`src/rtl/i2s_transmitter_pkg.sv`:
```
// Shared configuration for the synth audio datapath and its I2S output stage.
// Board tops override the I2S defaults through the transmitter parameters.
package i2s_transmitter_pkg;

  localparam int AUDIO_BIT_WIDTH = 16;
  localparam int I2S_SLOT_WIDTH  = 32;
  localparam int I2S_BCLK_DIV    = 8;

  typedef enum logic {
    SLOT_LEFT  = 1'b0,
    SLOT_RIGHT = 1'b1
  } slot_e;

  // The datapath carries offset-binary samples; the DAC expects two's complement.
  function automatic logic [AUDIO_BIT_WIDTH-1:0] offset_to_twos(
    input logic [AUDIO_BIT_WIDTH-1:0] sample
  );
    return {~sample[AUDIO_BIT_WIDTH-1], sample[AUDIO_BIT_WIDTH-2:0]};
  endfunction

endpackage

```
`src/rtl/i2s_transmitter_bclk_generator.sv`:
```
// Divides the system clock down to the I2S bit clock and flags each falling
// bclk edge one cycle ahead so the parent can update on the same edge.
module bclk_generator
  import i2s_transmitter_pkg::*;
#(
  parameter int BCLK_DIV = I2S_BCLK_DIV
) (
  input  logic clock,
  input  logic reset,
  output logic bclk,
  output logic fall
);

  localparam int DIV_W = (BCLK_DIV > 1) ? $clog2(BCLK_DIV) : 1;
  localparam logic [DIV_W-1:0] DIV_LAST = DIV_W'(BCLK_DIV - 1);

  logic [DIV_W-1:0] div_cnt;
  logic             wrap;

  assign wrap = (div_cnt == DIV_LAST);
  // High during the cycle whose closing edge drives bclk from 1 to 0.
  assign fall = wrap && bclk;

  always_ff @(posedge clock) begin
    if (reset) begin
      div_cnt <= '0;
      bclk    <= 1'b0;
    end else if (wrap) begin
      div_cnt <= '0;
      bclk    <= ~bclk;
    end else begin
      div_cnt <= div_cnt + 1'b1;
    end
  end

endmodule

```
`src/rtl/i2s_transmitter.sv`:
```
// Serializes the mono mixer sample onto both I2S slots, latching one sample
// per frame and converting it from offset binary to two's complement.
module i2s_transmitter
  import i2s_transmitter_pkg::*;
#(
  parameter int BCLK_DIV   = I2S_BCLK_DIV,
  parameter int SLOT_WIDTH = I2S_SLOT_WIDTH
) (
  input  logic                       clock,
  input  logic                       reset,
  input  logic [AUDIO_BIT_WIDTH-1:0] audio_in,
  output logic                       bclk,
  output logic                       lrclk,
  output logic                       sdata,
  output logic                       sample_taken
);

  localparam int W     = AUDIO_BIT_WIDTH;
  localparam int S     = SLOT_WIDTH;
  localparam int CNT_W = $clog2(2 * S);

  localparam logic [CNT_W-1:0] LAST_BIT    = CNT_W'(2 * S - 1);
  localparam logic [CNT_W-1:0] RIGHT_FIRST = CNT_W'(S - 1);
  localparam logic [CNT_W-1:0] RIGHT_LAST  = CNT_W'(2 * S - 2);
  localparam logic [CNT_W-1:0] RELOAD_BIT  = CNT_W'(S);

  if (SLOT_WIDTH < AUDIO_BIT_WIDTH || BCLK_DIV < 1) begin : g_param_check
    $error("i2s_transmitter: need SLOT_WIDTH >= AUDIO_BIT_WIDTH and BCLK_DIV >= 1");
  end

  logic             fall;
  logic [CNT_W-1:0] bit_cnt;
  logic [CNT_W-1:0] next_bit;
  logic [W-1:0]     converted;
  logic [W-1:0]     sample_reg;
  logic [S-1:0]     shift_reg;
  slot_e            next_slot;

  function automatic logic [S-1:0] align_msb(input logic [W-1:0] value);
    return S'(value) << (S - W);
  endfunction

  bclk_generator #(
    .BCLK_DIV(BCLK_DIV)
  ) u_bclk_generator (
    .clock(clock),
    .reset(reset),
    .bclk (bclk),
    .fall (fall)
  );

  assign next_bit  = (bit_cnt == LAST_BIT) ? '0 : bit_cnt + 1'b1;
  assign converted = offset_to_twos(audio_in);
  // Word select leads each slot's MSB by one bclk.
  assign next_slot = (next_bit >= RIGHT_FIRST && next_bit <= RIGHT_LAST) ? SLOT_RIGHT : SLOT_LEFT;
  assign sdata     = shift_reg[S-1];

  always_ff @(posedge clock) begin
    if (reset) begin
      bit_cnt      <= LAST_BIT;
      lrclk        <= 1'b0;
      sample_reg   <= '0;
      shift_reg    <= '0;
      sample_taken <= 1'b0;
    end else begin
      sample_taken <= 1'b0;
      if (fall) begin
        bit_cnt <= next_bit;
        lrclk   <= (next_slot == SLOT_RIGHT);
        if (next_bit == '0) begin
          sample_reg   <= converted;
          shift_reg    <= align_msb(converted);
          sample_taken <= 1'b1;
        end else if (next_bit == RELOAD_BIT) begin
          // Right slot repeats the sample latched for the left slot.
          shift_reg <= align_msb(sample_reg);
        end else begin
          shift_reg <= {shift_reg[S-2:0], 1'b0};
        end
      end
    end
  end

endmodule

```
`config.mk`:
```
export PLATFORM = sky130hd
export DESIGN_NAME = i2s_transmitter
export DESIGN_NICKNAME = d
export VERILOG_FILES = /design/src/rtl/i2s_transmitter_pkg.sv /design/src/rtl/i2s_transmitter_bclk_generator.sv /design/src/rtl/i2s_transmitter.sv
export SDC_FILE = /design/constraint.sdc
export NUM_CORES = 1
export LEC_CHECK = 0
export ABC_CLOCK_PERIOD_IN_PS = 2000
export CELL_PAD_IN_SITES_DETAIL_PLACEMENT = 0
export CELL_PAD_IN_SITES_GLOBAL_PLACEMENT = 1
export CORE_MARGIN = 1
export CORE_UTILIZATION = 43
export DETAILED_ROUTE_END_ITERATION = 7
export DONT_BUFFER_PORTS = 1
export PLACE_DENSITY_LB_ADDON = 0.05
export SLEW_MARGIN = 15
export SYNTH_ARGS = -nofsm -noshare
export SYNTH_HDL_FRONTEND = slang
export SYNTH_HIERARCHICAL = 1
export SYNTH_SLANG_ARGS = --single-unit
```
`constraint.sdc`:
```
create_clock -name clock -period 2 [get_ports clock]
set_input_delay 0.5 -clock clock [delete_from_list [all_inputs] [get_ports clock]]
set_output_delay 0.5 -clock clock [all_outputs]
set_load 0.005 [all_outputs]
```
### Word level (Yosys, flattened, before mapping)

Index checks and enable logic that the tools add are counted.
Widths: inputs -> output; s select.

* register bits: 60
* input bits: 18
* output and inout bits: 4
* word-level logic and storage cells: 28

* $add $sub $neg: 2
* $lt $le $gt $ge: 2
* equality and inequality tests: 3
* multiplexer cells: 5
* bitwise logic cells: 3
* reduce and logical (&&, ||, !) cells: 6

Operators by type and width (count)
* $mux 32: 2
* $eq 6x6->1 const B: 2
* $add 6x1->6 const B: 1
* $ge 6x5->1 const B: 1
* $le 6x6->1 const B: 1
* $logic_not 6->1: 1
* $mux 6: 1
* $reduce_or 2->1: 2
* $add 3x1->3 const B: 1
* $eq 3x3->1 const B: 1
* $not 1->1: 3
* $logic_and 1x1->1: 2
* $mux 1: 2
* $reduce_and 2->1: 1

### Logic depth before layout (Yosys ltp)

Gate-level depths: netlist (run 1).

* word-level depth: 5
* mapped depth: 9
* gate-level depth less buffers: 8

### Cells and area by module

Netlist (run 1), hierarchy kept.

Modules (own cells, without submodules)
* i2s_transmitter: times used 1, cells an instance 204, area an instance 1883.1 sq um, seq. area each 800.8 sq um
* bclk_generator: times used 1, cells an instance 12, area an instance 145.1 sq um, seq. area each 80.1 sq um

### Worst setup path before layout (run 1)

Ideal clock, no wire load.

* kind: register to register
* from: register u_bclk_generator.div_cnt[0]
* to: register shift_reg[18]
* setup time: 0.078 ns
* arrival time: 1.878 ns
* required time: 1.922 ns
* path slack: 0.043 ns
* cell stages (with the launch flop): 10
* buffers on the path: 3
* clock period less this slack: 1.957 ns
* path through: dfxtp_1 > ha_1 > ha_1 > and2_2 > buf_2 > inv_1 > or3_1 > buf_2 > buf_4 > o22ai_2

* longest elaborated chain between the ends: 2

Ends and longest elaborated chain
* start, declared: line i2s_transmitter_bclk_generator.sv:17 `logic [DIV_W-1:0] div_cnt;`
* start signal, assigned: line i2s_transmitter_bclk_generator.sv:32 `div_cnt <= div_cnt + 1'b1;`
* $eq 3x3->1: line i2s_transmitter_bclk_generator.sv:20 `assign wrap = (div_cnt == DIV_LAST);`
* $logic_and 1x1->1: line i2s_transmitter_bclk_generator.sv:22 `assign fall = wrap && bclk;`
* named net fall: line i2s_transmitter.sv:31 `logic fall;`
* end signal, assigned: line i2s_transmitter.sv:72 `shift_reg <= align_msb(converted);`
* end signal, assigned: line i2s_transmitter.sv:76 `shift_reg <= align_msb(sample_reg);`
* end signal, assigned: line i2s_transmitter.sv:78 `shift_reg <= {shift_reg[S-2:0], 1'b0};`
* end, declared: line i2s_transmitter.sv:36 `logic [S-1:0] shift_reg;`

The timed path passes the listed nets, and every way through them passes these cells.
A chain may end at the register's enable or synchronous reset.

### Worst setup path after layout (run 1)

* from: register u_bclk_generator.div_cnt[0]
* to: register shift_reg[28]

The elaborated chain is that of the path after synthesis.

==> summary.md, run 1 <==
| Metric | Value |
|---|---|
| Mapped Avg Cell Area | `9.39 um^2` |
| WL final | `4190 um` |
| Skew final | `0.00278 ns` |
| Syn Std Cell Area | `0.00203 mm^2` |
| Fin cells | `269` |
| CTS max path bufs | `2` |
| Die H | `70.7 um` |
| Max-slew violation count | `0` |
| P_leak | `0.703 nW` |
| Area share of the largest cell type after synthesis | `43.4%` |
| CP Buf/Inv Count | `2` |
| Synth area leader | `dfxtp_1` |
| Critical path type | `reg -> reg` |
| Fraction of final layout cells with drive strength greater than 1 | `17.1%` |
| Critical R2R Capture | `shift_reg[28]` |
| Slew @ Worst Pin | `0.294 ns` |
| Routability Congestion | `0.779` |
| Worst-path clk slew | `0.08 ns` |
| Worst r2r src | `u_bclk_generator/div_cnt[0]` |
| First-pass GRT wire length | `7260 um` |
| CP Max Fanout | `10` |
| Port buffer count | `0` |
| Rel. slew slack | `80.1%` |
| Die area | `0.00500 mm^2` |
| Initial DRC count | `91` |
| DP HPWL | `2770 um` |
| Crit path arrival time | `2.06 ns` |
| DRC Markers | `4` |
| Post-synthesis sequential area ratio | `43.4%` |
| Synthesis-stage register bit count | `44` |
| Status | `finished, violations left` |
| Slowest cell on the critical path | `or3_1` |
| Async S/R FF share, synth | `0%` |
| Clock sink count | `44` |
| Synth top area cells | `dfxtp_1, nand2_1, mux2i_1` |
| CP endpoint | `shift_reg[28]` |
| CP Launch Point | `u_bclk_generator/div_cnt[0]` |
| CTS tree | `yes` |
| Most frequent CP cell | `ha_1` |
| Detailed-route vias per instance | `5.71` |
| Final Hold Fails | `0` |
| Most common cell in the netlist | `dfxtp_1` |
| TNS Setup | `0 ns` |
| Starting Density | `45.6%` |
| WL/cell | `15.6 um` |
| H-tree lvl count | `2` |
| P&R area growth vs syn | `6.85%` |
| Total CTS buffers | `5` |
| Fin crit share | `92.1%` |
| Crit path time final | `1.84 ns` |
| CP Launch Type | `flip-flop` |
| Number of synthesized flops with an enable pin | `0` |
| Post-cts gate resize count | `0` |
| Largest net degree at the start of global routing | `42` |
| Cells after synthesis | `216` |
| CTS root buf | `clkbuf_8` |
| Failing checks | `design-rule violations` |
| First-pass DRT Iterations | `6` |
| Hold_buf cts | `0` |
| GRT overflow | `0` |
| Rows | `24` |
| CP cell instances | `ha_1 -> ha_1 -> and2_2 -> inv_1 -> or3_1 -> buf_4 -> o22ai_1` |
| Core box area | `0.00444 mm^2` |
| Post CTS Setup Buffer Count | `0` |
| RSZ-0062 raised after global routing | `no` |
| Synthesized Nets | `239` |
| All-Layer GR Usage | `18.2%` |
| Top cells by count, synth | `dfxtp_1, nand2_1, a21oi_1` |
| # placed instances | `261` |
| Slowest stage delay, CP | `0.41 ns` |
| CP endpoint kind | `flip-flop` |
| Reg2Reg Depth | `7` |
| Diodes inserted | `0` |
| Placed inst area | `0.00207 mm^2` |
| Synth cell types | `41` |
| Worst Hold Class | `in -> reg` |
| Clock Latency Late Sink | `0.29 ns` |
| Vias in the first global route | `1565` |
| Io pins | `22` |
| Design area | `0.00217 mm^2` |
| Crit-path leading delay family | `simple AND/OR/NAND/NOR gates` |
| Setup Viol. Count Final | `0` |
| Die Wd | `70.7 um` |
| Achievable Freq | `0.543 GHz` |
| Vias after detailed routing | `1536` |
| Critical path depth in cells | `7` |
| Worst endpoint required time | `2.22 ns` |
| Max-Cap Viols | `0` |
| Maximum VDD drop | `0.000283 V` |
| Initial antenna violation count | `0` |
| Nets | `239` |
| Power Density | `680 mW/mm^2` |
| Synth Warn # | `6` |
| Fill count | `416` |
| DRT antenna net count | `0` |
| Synth Flop Type | `dfxtp_1` |
| R2R Setup Slk | `0.16 ns` |
-- where the power goes --
| group | leakage [nW] | switching (mW) | internal (mW) |
|---|---|---|---|
| logic | 0.304 | 0.00384 | 0.00831 |
| registers | 0.354 | 0.00196 | 0.880 |
| clock network | 0.0445 | 0.299 | 0.281 |
-- final cells by class --
cell class,instances,area (um^2),share of cell area [%]
well taps,52,65.1,3.00
multi-input cells,151,1020,47.2
repair buffers,10,87.6,4.04
flip-flops and latches,44,883,40.8
clock buffers,7,86.3,3.98
clock inverters,1,7.51,0.346
inverters,4,15.0,0.693
-- how the worst min path moves through the flow --
stage                     cells after the start                           to                         from
after floorplan                               1  u_bclk_generator/div_cnt[0]  u_bclk_generator/div_cnt[0]
after global placement                        1  u_bclk_generator/div_cnt[0]  u_bclk_generator/div_cnt[0]
after detailed placement                      1  u_bclk_generator/div_cnt[0]  u_bclk_generator/div_cnt[0]
after CTS                                     1                sample_reg[5]                        reset
after global routing                          1               sample_reg[15]                        reset
final                                         1               sample_reg[15]                        reset
-- layout by cell type (no fill, tap or decap), drive strengths merged --
master and instances:
a211oi 1, nand3 4, dfxtp 44, and2 2, clkbuf 7, inv 4
a22oi 14, a31oi 1, a221oi 1, ha 5, mux2i 15, nand2 43
o31ai 1, xor2 2, o21ai 6, a21oi 20, o211ai 1, xnor2 1
clkinvlp 1, a2bb2oi 1, nor2 6, or3 3, nor3 2, a2111o 1
o311ai 2, nand4b 1, buf 10, nor3b 2, o22ai 15, o31a 1
-- through the flow --
step | power [mW] | hold slack, ns | utilization (%) | setup WS (ns)
global route | 1.54 | 0.245 | 48.8 | 0.0118
floorplan | 0.925 | 0.396 | - | 0.0434
CTS | 1.50 | 0.253 | 48.7 | 0.0714
global placement | 0.915 | 0.407 | 46.6 | 0.179
finish | 1.47 | 0.270 | 48.8 | 0.158
detailed placement | 0.916 | 0.420 | 46.6 | 0.109
-- per-layer routing --
metal / global-route usage [%] / vias up / wire (um)
met5: 0 / - / 0
met4: 5.56 / 0 / 32
met3: 5.13 / 4 / 170
met2: 31.0 / 20 / 2020
met1: 22.5 / 741 / 1960
li1: - / 771 / -
-- kinds of logic (layout without fill, tap and decap cells) --
group	count (synthesis)	in the layout	synth area share, %
adder cells (fa/ha/maj)	5	5	3.08
buffers and inverters	21	22	6.17
multiplexers	15	15	7.40
AND/OR/NAND/NOR	63	63	14.2
XOR/XNOR	3	3	1.30
flip-flops	44	44	43.4
AO/OA/AOI/OAI	65	65	24.4
-- worst register-to-register path, cell delays in order (launching register included) --
cell	delay, ns
dfxtp_1	0.34
ha_1	0.15
ha_1	0.16
and2_2	0.27
inv_1	0.09
or3_1	0.41
buf_4	0.20
o22ai_1	0.17
(Power assumes the default switching activity.)
==> run 2: changes to the inputs <==
--- a/config.mk
+++ b/config.mk
@@ -5,7 +5,6 @@
 export SDC_FILE = /design/constraint.sdc
 export NUM_CORES = 1
 export LEC_CHECK = 0
-export ABC_CLOCK_PERIOD_IN_PS = 2000
 export CELL_PAD_IN_SITES_DETAIL_PLACEMENT = 0
 export CELL_PAD_IN_SITES_GLOBAL_PLACEMENT = 1
 export CORE_MARGIN = 1
==> results of run 2 <==
No change in the layout: final DEF, timing and power equal those of run 1.
